## src/rtl/dma_ch_arbiter.sv

```systemverilog
// Round-robin front-end that serialises NUM_CH DMA descriptors onto one start/done engine port.
// Define DMA_ARB_CHUNK_EN to split transfers into MAX_CHUNK-byte commands that interleave across channels.

module dma_ch_slot #(
  parameter int ADDR_WIDTH = 32,
  parameter int LEN_WIDTH  = 32
) (
  input  logic                  clk_i,
  input  logic                  rst_ni,
  input  logic                  start,
  input  logic                  upd,
  input  logic                  clr,
  input  logic [LEN_WIDTH-1:0]  len_in,
  input  logic [ADDR_WIDTH-1:0] src_in,
  input  logic [ADDR_WIDTH-1:0] dst_in,
  input  logic                  dir_in,
  input  logic [LEN_WIDTH-1:0]  adv,
  output logic                  busy,
  output logic [LEN_WIDTH-1:0]  len,
  output logic [ADDR_WIDTH-1:0] src,
  output logic [ADDR_WIDTH-1:0] dst,
  output logic                  dir
);
  always_ff @(posedge clk_i or negedge rst_ni) begin
    if (!rst_ni) begin
      busy <= 1'b0;
      len  <= '0;
      src  <= '0;
      dst  <= '0;
      dir  <= 1'b0;
    end else if (start && !busy) begin
      busy <= 1'b1;
      len  <= len_in;
      src  <= src_in;
      dst  <= dst_in;
      dir  <= dir_in;
    end else begin
      // upd and clr only occur while busy, so they never race a capture
      if (upd) begin
        src <= src + ADDR_WIDTH'(adv);
        dst <= dst + ADDR_WIDTH'(adv);
        len <= len - adv;
      end
      if (clr) busy <= 1'b0;
    end
  end
endmodule

module dma_ch_arbiter #(
  parameter int NUM_CH     = 4,
  parameter int ADDR_WIDTH = 32,
  parameter int LEN_WIDTH  = 32,
  parameter int MAX_CHUNK  = 256
) (
  input  logic                           clk_i,
  input  logic                           rst_ni,
  input  logic [NUM_CH-1:0]              ch_start_i,
  input  logic [NUM_CH*LEN_WIDTH-1:0]    ch_len_i,
  input  logic [NUM_CH*ADDR_WIDTH-1:0]   ch_src_i,
  input  logic [NUM_CH*ADDR_WIDTH-1:0]   ch_dst_i,
  input  logic [NUM_CH-1:0]              ch_dir_i,
  output logic [NUM_CH-1:0]              ch_busy_o,
  output logic [NUM_CH-1:0]              ch_done_o,
  output logic [LEN_WIDTH-1:0]           eng_len_o,
  output logic [ADDR_WIDTH-1:0]          eng_src_o,
  output logic [ADDR_WIDTH-1:0]          eng_dst_o,
  output logic                           eng_dir_o,
  output logic                           eng_start_o,
  input  logic                           eng_done_i
);
  localparam int CW = $clog2(NUM_CH);
  localparam logic [LEN_WIDTH-1:0] CHUNK = LEN_WIDTH'(MAX_CHUNK);
`ifdef DMA_ARB_CHUNK_EN
  localparam bit CHUNK_EN = 1'b1;
`else
  localparam bit CHUNK_EN = 1'b0;
`endif

  typedef enum logic [1:0] {IDLE, ISSUE, WAIT, CMPL} state_t;

  state_t                                  state;
  logic [CW-1:0]                           ptr_q, gnt_q, arb_idx;
  logic                                    arb_hit;
  logic [NUM_CH-1:0]                       busy, upd, clr, s_dir;
  logic [NUM_CH-1:0][LEN_WIDTH-1:0]        s_len;
  logic [NUM_CH-1:0][ADDR_WIDTH-1:0]       s_src, s_dst;
  logic [LEN_WIDTH-1:0]                    sel_len, cmd_len, rem_len;

  assign ch_busy_o = busy;

  for (genvar g = 0; g < NUM_CH; g++) begin : g_slot
    assign upd[g] = (state == WAIT) && eng_done_i && (gnt_q == CW'(g));
    assign clr[g] = (state == CMPL) && (gnt_q == CW'(g));
    dma_ch_slot #(.ADDR_WIDTH(ADDR_WIDTH), .LEN_WIDTH(LEN_WIDTH)) u_slot (
      .clk_i  (clk_i),
      .rst_ni (rst_ni),
      .start  (ch_start_i[g]),
      .upd    (upd[g]),
      .clr    (clr[g]),
      .len_in (ch_len_i[g*LEN_WIDTH +: LEN_WIDTH]),
      .src_in (ch_src_i[g*ADDR_WIDTH +: ADDR_WIDTH]),
      .dst_in (ch_dst_i[g*ADDR_WIDTH +: ADDR_WIDTH]),
      .dir_in (ch_dir_i[g]),
      .adv    (eng_len_o),
      .busy   (busy[g]),
      .len    (s_len[g]),
      .src    (s_src[g]),
      .dst    (s_dst[g]),
      .dir    (s_dir[g])
    );
  end

  // first busy slot after the last grant, wrapping
  always_comb begin
    int idx;
    logic [CW-1:0] cand;
    idx     = 0;
    cand    = '0;
    arb_hit = 1'b0;
    arb_idx = '0;
    for (int k = 1; k <= NUM_CH; k++) begin
      idx  = (int'(ptr_q) + k) % NUM_CH;
      cand = CW'(idx);
      if (!arb_hit && busy[cand]) begin
        arb_hit = 1'b1;
        arb_idx = cand;
      end
    end
  end

  assign sel_len = s_len[arb_idx];
  assign cmd_len = (CHUNK_EN && (sel_len > CHUNK)) ? CHUNK : sel_len;
  assign rem_len = s_len[gnt_q] - eng_len_o;

  always_ff @(posedge clk_i or negedge rst_ni) begin
    if (!rst_ni) begin
      state       <= IDLE;
      ptr_q       <= CW'(NUM_CH - 1);
      gnt_q       <= '0;
      eng_len_o   <= '0;
      eng_src_o   <= '0;
      eng_dst_o   <= '0;
      eng_dir_o   <= 1'b0;
      eng_start_o <= 1'b0;
      ch_done_o   <= '0;
    end else begin
      eng_start_o <= 1'b0;
      ch_done_o   <= '0;
      case (state)
        IDLE: if (arb_hit) begin
          ptr_q     <= arb_idx;
          gnt_q     <= arb_idx;
          eng_len_o <= cmd_len;
          eng_src_o <= s_src[arb_idx];
          eng_dst_o <= s_dst[arb_idx];
          eng_dir_o <= s_dir[arb_idx];
          if (sel_len == '0) begin
            state     <= CMPL;
            ch_done_o <= NUM_CH'(1) << arb_idx;
          end else begin
            state       <= ISSUE;
            eng_start_o <= 1'b1;
          end
        end
        ISSUE: state <= WAIT;
        WAIT: if (eng_done_i) begin
          if (rem_len == '0) begin
            state     <= CMPL;
            ch_done_o <= NUM_CH'(1) << gnt_q;
          end else begin
            state <= IDLE;
          end
        end
        default: state <= IDLE;
      endcase
    end
  end
endmodule
```

## config.mk

```make
export PLATFORM = sky130hd
export DESIGN_NAME = dma_ch_arbiter
export DESIGN_NICKNAME = d
export VERILOG_FILES = /design/src/rtl/dma_ch_arbiter.sv
export SDC_FILE = /design/constraint.sdc
export NUM_CORES = 2
export LEC_CHECK = 0
export ABC_CLOCK_PERIOD_IN_PS = 6350
export CAP_MARGIN = 20
export CORE_UTILIZATION = 30
export CTS_CLUSTER_SIZE = 8
export DETAILED_ROUTE_END_ITERATION = 7
export GPL_TIMING_DRIVEN = 0
export RECOVER_POWER = 50
export SLEW_MARGIN = 20
export SYNTH_ARGS = -nofsm -noshare
export SYNTH_HDL_FRONTEND = slang
export SYNTH_SLANG_ARGS = --single-unit
export TNS_END_PERCENT = 30
```

## constraint.sdc

```tcl
create_clock -name clk_i -period 6.35 [get_ports clk_i]
set_input_delay 0.9525 -clock clk_i [delete_from_list [all_inputs] [get_ports clk_i]]
set_output_delay 0.9525 -clock clk_i [all_outputs]
set_load 0.03 [all_outputs]
```

---- Word level (Yosys, flattened, before mapping) ----
Cells that the tools add are included.
storage, ports and cells
  register bits after elaboration ......... 500
  output and inout bits ................... 106
  bits of input ports ..................... 395
cells by class
  equal/unequal tests ..................... 8
  order comparisons ....................... 6
  shifts and indexed selects .............. 2
  add/sub/neg operators ................... 17
  mux-type cells .......................... 71
  reductions and logical operators ........ 37
operator list
  operator             number
  $mux 32              28
  $add 32x32->32       8
  $bmux 32 s2          4
  $sub 32x32->32       5
  $logic_not 32->1     2
  $mux 1               20
  $lt 2x3->1 const B   6
  $logic_and 1x1->1    16
  $mux 2               8
  $mux 4               4
  $reduce_bool 2->1    8
  $bmux 1 s2           5
  $eq 2x2->1 const B   4
  $pmux 4 s2           1
  $shl 1x2->4 const A  2
  $logic_not 1->1      7
  $pmux 2 s3           1
  $add 2x1->2 const B  2
  $add 2x2->2 const B  2
  $eq 2x1->1 const B   2
  $logic_not 2->1      2
  $ne 2x2->1 const B   2
  $reduce_and 2->1     2

---- Depth between registers and ports, before layout ----
  depth in word-level cells ............... 19
  mapped depth ............................ 18

---- By module ----
A second synthesis with hierarchy kept.
unflattened totals
  cell total of the unflattened synthesis .. 5771
  area total of the unflattened synthesis .. 45862.7 sq um
modules (own cells, without submodules)
  module                              cells an instance  times used  area each (sq um)  sequential area each (sq um)
  dma_ch_slot (g_slot[1].u_slot ...)  1086               3           8948.6             2452.4
  dma_ch_arbiter                      1384               1           9972.1             2705.1
  dma_ch_slot (g_slot[0].u_slot)      1129               1           9044.9             2452.4

---- Worst setup path after synthesis ----
Ideal clock, no wire load.
  path kind ............................... register -> register
  start point ............................. reg gnt_q[0]
  end point ............................... reg ch_done_o[0]
  path slack .............................. 1.508 ns
  setup time .............................. 0.068 ns
  clock period less this slack ............ 4.842 ns
  arrival time ............................ 4.774 ns
  path buffers ............................ 3
  cell stages (with the launch flop) ...... 18
  cells stage by stage .................... dfrtp_1 buf_1 buf_1 mux4_2 ha_1 buf_4 or2b_1 nand3_1 nor4_1 o311ai_1 or4_1 or4_1 nor2_1 o2111a_1 nand4_1 nor4_1 and4_1 a32o_1
on the way
  longest elaborated chain between the ends .. 7
ends and longest elaborated chain
  what                           line  source
  start: declaration             82    logic [CW-1:0] ptr_q, gnt_q, arb_idx;
  start signal: assignment       152   gnt_q <= arb_idx;
  $bmux 32 s2                    133   assign rem_len = s_len[gnt_q] - eng_len_o;
  $mux 32 (implied by the code)  133
  $sub 32x32->32                 133
  $logic_not 32->1               167   if (rem_len == '0) begin
  $mux 4 (*)                     167
  $mux 4 (*)                     166   WAIT: if (eng_done_i) begin
  $pmux 4 s2 (*)                 149   case (state)
  end signal: assignment         159   ch_done_o <= NUM_CH'(1) << arb_idx;
  end signal: assignment         169   ch_done_o <= NUM_CH'(1) << gnt_q;
  end: declaration               63    output logic [NUM_CH-1:0] ch_done_o,
Every way passes the cells marked *; elsewhere a longest branch is shown, timed or not. The select of a mux whose other input is x is not followed.
A chain may end at the register's enable or synchronous reset.

---- Worst setup path in the final report ----
  start point ............................. reg gnt_q[1]
  end point ............................... reg ch_done_o[0]
Same word-level chain as after synthesis.

==> impl_metrics.csv <==
group,metric,value,unit
yosys,synth_top_family_by_area,"compound AO/OA/AOI/OAI gates",
worst_setup_path,cpMaxStageDelayCell,"or4_1",
yosys,synthMuxAreaShare,0.0303,
sta,rsz0062_at_grt,"false",
yosys,yosysUniqueCellTypes,80,
place,place.gp.congestion,1.01,
place,dpl.hpwl,201,mm
status,violations,"max-capacitance violations, max-slew violations",
clock_network,clock_path_buffers,3,
worst_setup_path,max_stage_delay,560,ps
worst_setup_path,critPathTopFamily,"simple AND/OR/NAND/NOR gates",
yosys,synthXorXnorAreaFrac,0.0568,
final_layout,final_cell_mix,"nand2_1 (824), nor2_1 (672), a21oi_1 (622), o21ai_0 (542), dfrtp_1 (467)",
sta,hold_viol,0,
worst_setup_path,cp.required,6900,ps
clock_network,cts_tree,"built",
sta,tns,0,ps
worst_setup_path,crit_buf_inv,3,
final_layout,final_common_cell,"nand2_1",
sta,setup_viol,0,
yosys,synth_edf_count,0,
worst_setup_path,reg2reg_slack,330,ps
clock_network,cts_sinks,500,
yosys,avgSynthCellArea,7.65,µm²
clock_network,cts-buffers-inserted,75,
global_route,grt_max_degree,89,
clock_network,htreeDepth,3,
status,status,"finished with violations",
die,initial_core_util,0.302,
global_route,antenna_found_initial,20,
sta,period_share,0.948,
place,io_buffers,500,
worst_setup_path,crit_fanout,10,
sta,finClkSkew,39.2,ps
yosys,synth_area,0.0441,mm²
yosys,ys_warn_count,0,
clock_network,clk_pin_slew,60,ps
sta,maxSlewHeadroom,-1.09,
worst_setup_path,reg2reg_to,"ch_done_o[0]$_DFF_PN0_",
final_layout,nets,7187,
worst_setup_path,reg2reg_depth,17,
min_path,holdPathStages,2,
yosys,syn_inst,5769,
drt,wl,248,mm
clock_network,cts_resized,0,
clock_network,postCtsSetupRepairBufs,0,
final_layout,area.growth.synth_to_final,23.2,%
yosys,synth_fa_ha_area_frac,0.120,
drt,drt-pass1-iter-count,6,
final_layout,drive_above_1_share,0.0420,
min_path,whs_endpoint,"eng_src_o[15]$_DFFE_PN0P_",
worst_setup_path,setup.worst_path.end_class,"register",
min_path,hold_start,"eng_src_o[15]$_DFFE_PN0P_",
sta,fin_crit,6020,ps
die,core,0.146,mm²
sta,maxSlewViolCount,312,
worst_setup_path,path_class,"register to register",
yosys,ys_seq_area_frac,0.284,
sta,tightest_slew,3140,ps
clock_network,cts_root_buf,"clkbuf_16",
yosys,syn_nets,6579,
global_route,grt_pass1_vias,45679,
global_route,grt_overflow,0,
die,num_rows,140,
yosys,synth-compound-area-share,0.257,
die,die_area,0.149,mm²
die,io_pins,501,
drt,detail-route-antenna-nets,0,
global_route,grt_pass1_wl,340,mm
worst_setup_path,arrival,6570,ps
clock_network,ctsHoldBuffers,0,
yosys,synth-main-ff-cell,"dfrtp_1",
worst_setup_path,path_cells,"clkbuf_1 -> clkbuf_1 -> clkbuf_2 -> mux4_2 -> ha_1 -> o21ai_0 -> nand2b_1 -> xnor2_1 -> o311ai_0 -> or4_1 -> or4_1 -> nor2_1 -> o2111a_1 -> nand4_1 -> nor4_1 -> and4_1 -> a32o_1",
drt,route.detailed.drc,0,
min_path,hp-class,"register to register",
yosys,async_flop_share,1.00,
worst_setup_path,cp-start-kind,"register",
yosys,ys_ff_latch,500,
drt,first_iter_violations,6049,
die,die_h,386,µm
drt,vias,49025,
drt,wire_per_inst,29.8,µm
sta,max_freq,166,MHz
drt,viasPerCell,5.88,
global_route,grtUsageTotal,0.324,
worst_setup_path,rr_startpoint,"gnt_q[1]$_DFFE_PN0P_",
die,die_w,386,µm
flow_run,maxCapViolCount,4,
yosys,yosys.area_share.simple,0.216,
clock_network,clkLatencyLatePin,720,ps
-- worst max path at each step --
stage                              start                                    to  slack [ps]  cells after the start
floorplan           gnt_q[0]$_DFFE_PN0P_                ch_done_o[0]$_DFF_PN0_        1510                     17
global placement                  rst_ni  g_slot[0].u_slot.src[13]$_DFFE_PN0P_      -20200                      1
detailed placement  gnt_q[0]$_DFFE_PN0P_                ch_done_o[2]$_DFF_PN0_          30                     16
CTS                 gnt_q[0]$_DFFE_PN0P_                ch_done_o[2]$_DFF_PN0_          20                     16
global route        gnt_q[1]$_DFFE_PN0P_                ch_done_o[2]$_DFF_PN0_         140                     16
finish              gnt_q[1]$_DFFE_PN0P_                ch_done_o[0]$_DFF_PN0_         330                     17
-- stage by stage --
step	setup slack [ps]	hold WS, ps	area (µm²)	utilization	instances
final	331	483	54400	0.373	8338
after global routing	144	494	54300	0.372	8329
after CTS	15.6	164	54400	0.373	8328
after detailed placement	31.6	474	52300	0.358	8217
after global placement	-20200	468	51500	0.353	8186
after floorplan	1510	446	44100	-	5769
-- flip-flops by register name (all words and copies together), names as in the netlist, 4 cells and up --
signal              count
g_slot.u_slot.busy      4
g_slot.u_slot.len     128
ch_done_o               4
eng_len_o              32
g_slot.u_slot.src     128
g_slot.u_slot.dst     128
eng_dst_o              32
g_slot.u_slot.dir       4
eng_src_o              32
-- worst register-to-register path: stages, from the launching register on --
cell      delay, ps
dfrtp_1         310
clkbuf_1        280
clkbuf_1        510
clkbuf_2        400
mux4_2          370
ha_1            370
o21ai_0         180
nand2b_1        100
xnor2_1         330
o311ai_0        280
or4_1           540
or4_1           560
nor2_1          120
o2111a_1        230
nand4_1         150
nor4_1          400
and4_1          350
a32o_1          390
-- cells in the mapped netlist, types with 145 or more instances --
cell      number  area [µm²]
xnor2_1      168        1470
nor2_1       672        2520
a21oi_1      622        3110
clkbuf_1     241         905
a31oi_1      145         907
inv_1        147         552
ha_1         403        5040
o21ai_0      542        2710
nand2_1      824        3090
a21o_1       168        1260
dfrtp_1      498       12500
nand3_1      168         841
-- cell families (layout without fill, tap and decap cells) --
logic type               Yosys count  in the layout
AO/OA/AOI/OAI                   1895           1895
XOR/XNOR                         286            286
adder cells (fa/ha/maj)          415            415
buffers and inverters            426           1068
flip-flops                       500            500
multiplexers                      89             89
other                              0             10
AND/OR/NAND/NOR                 2158           2158
-- routing by layer --
layer,vias up,track usage,share of wire
met5,-,0,0.00025
met4,10,0.176,0.059
met3,423,0.0724,0.11
met2,2728,0.470,0.41
met1,23920,0.444,0.42
li1,21944,-,-
-- area by class of cell --
type / instances / area [µm²]
clock inverters: 9 / 126
fillers: 15196 / 91600
plain buffers: 279 / 1080
repair buffers: 531 / 5610
multi-input cells: 4843 / 30000
flip-flops and latches: 500 / 12600
well taps: 1917 / 2400
clock buffers: 102 / 2010
diodes: 10 / 25.0
inverters: 147 / 552
Power is not shown: default switching activity piles up to over one toggle a cycle in this logic, so the estimate is an artifact.
==> RTL edit (same flow settings) <==
Build with the macro `DMA_ARB_CHUNK_EN` defined.
--- a/src/rtl/dma_ch_arbiter.sv
+++ b/src/rtl/dma_ch_arbiter.sv
@@ -1,4 +1,6 @@
 // Round-robin front-end that serialises NUM_CH DMA descriptors onto one start/done engine port.
 // Define DMA_ARB_CHUNK_EN to split transfers into MAX_CHUNK-byte commands that interleave across channels.
+
+`define DMA_ARB_CHUNK_EN
 
 module dma_ch_slot #(
Behaviour: not the same (Yosys sat finds a counterexample within 4 cycles, from zero or initial values and one cycle with rst_ni low).
==> RTL edit against the unedited design <==
Critical path type unchanged; hold slack got worse by 0.0099 ns; final area shrank 2.2%; sequential cell count unchanged; the flow still finishes with violations (max-capacitance violations, max-slew violations); worst setup slack got worse by 0.14 ns; area after synthesis down 1.9%; wire length is 4.0% lower.
==> RTL edit: results (changes against the unedited design) <==
- Slowest CP cell: sky130_fd_sc_hd__a2111oi_0 (was sky130_fd_sc_hd__or4_1)
- Hold Crit Endpoint: eng_src_o[18]$_DFFE_PN0P_ (was eng_src_o[15]$_DFFE_PN0P_)
- Multi-input combinational gate total: 4770 (was 4843)
- Flop2flop setup slack: 0.19 ns (was 0.33 ns)
- Cell Area, Placed: 51200 um^2 (was 52300 um^2)
- Half-perimeter wire length of the detailed placement result: 190 mm (was 201 mm)
- Number of distinct standard cells referenced by the synthesized netlist: 95 (was 80)
- Top cells by instance count after synthesis: sky130_fd_sc_hd__nand2_1 (997), sky130_fd_sc_hd__a21oi_1 (633), sky130_fd_sc_hd__o21ai_0 (582) (was sky130_fd_sc_hd__nand2_1 (824), sky130_fd_sc_hd__nor2_1 (672), sky130_fd_sc_hd__a21oi_1 (622))
- Final core utilization: 37.1% (was 37.3%)
- Filler instances: 15300 (was 15200)
- Source of the worst hold timing path: eng_src_o[18]$_DFFE_PN0P_ (was eng_src_o[15]$_DFFE_PN0P_)
- Share of cell area taken by multi-input logic gates: 55.1% (was 55.2%)
- Proportion of cell area spent on the clock network: 3.80% (was 3.93%)
- Slew Limit Headroom: -116% (was -109%)
- Net count of the finished layout: 7071 (was 7187)
- Area share of xor/xnor cells in the synthesized design: 6.15% (was 5.68%)
- Crit path DAT: 6.63 ns (was 6.57 ns)
- Final Max Tran Viols: 255 (was 312)
- Worst-case clock skew: 0.0512 ns (was 0.0392 ns)
- Routed metal-1 wirelength: 99.1 mm (was 105 mm)
- Post-Synth Adder-Cell Area: 12.2% (was 12.0%)
- Met2 routed WL: 97.5 mm (was 102 mm)
- Die width: 382 um (was 386 um)
- Mapped Nets: 6474 (was 6579)
- Routed length on met3: 26.4 mm (was 26.1 mm)
- RePlAce Congestion: 1.03 (was 1.01)
- Worst setup timing slack at the placement stage: -0.704 ns (was 0.0316 ns)
- Result of the run: complete, but fails checks (unchanged)
- Final-layout clock buffer total: 101 (was 102)
- All-Layer GR Usage: 31.5% (was 32.4%)
- First-pass GRT wire length: 327 mm (was 340 mm)
- Instance count after placement with tap cells included: 8086 (was 8217)
- TritonCTS buffer count: 74 (was 75)
- Number of ordinary inverters in the final layout: 129 (was 147)
- Number of instances in the synthesized netlist: 5664 (was 5769)
- Critical path endpoint: ch_done_o[3]$_DFF_PN0_ (was ch_done_o[0]$_DFF_PN0_)
- Vias in the first global route: 44600 (was 45700)
- Violated checks: max-capacitance violations, max-slew violations (unchanged)
- Hold Slack: 0.474 ns (was 0.483 ns)
- Detailed router's first-iteration violation count: 5752 (was 6049)
- Routed length per placed instance: 29.1 um (was 29.8 um)
- Max-cap violation count: 4 (unchanged)
- Fin crit share: 97.0% (was 94.8%)
- Via Count: 47800 (was 49000)
- Reg area: 12600 um^2 (about the same)
- Total inserted antenna cells: 4 (was 10)
## RTL edit: what timing repair did
action,4_1_cts,5_1_grt
setup endpoints to repair,6,6
pin swaps,0,1
gates resized for setup,6,4
setup buffers,0,1
## RTL edit: layer usage
layer / global-route usage [%] / up-vias
met5: 0 / -
met4: 18.0 / 6
met3: 7.38 / 459
met2: 45.6 / 2617
met1: 42.7 / 23300
li1: - / 21400
## RTL edit: kinds of logic (layout without fill, tap and decap cells)
group / Yosys count / in the layout
xor gates and xnor gates: 304 / 304
and+or+nand+nor: 2113 / 2113
other: 0 / 4
adders and majority gates: 415 / 415
muxes: 50 / 50
AOI/OAI and AO/OA: 1888 / 1888
buffers and inverters: 394 / 1020
DFF: 500 / 500
## RTL edit: power breakdown
group | switching [W] | internal, W
clock network | 0.00168 | 0.00214
logic | 0.0120 | 0.00708
registers | 0.00233 | 0.00464
total | 0.0160 | 0.0139
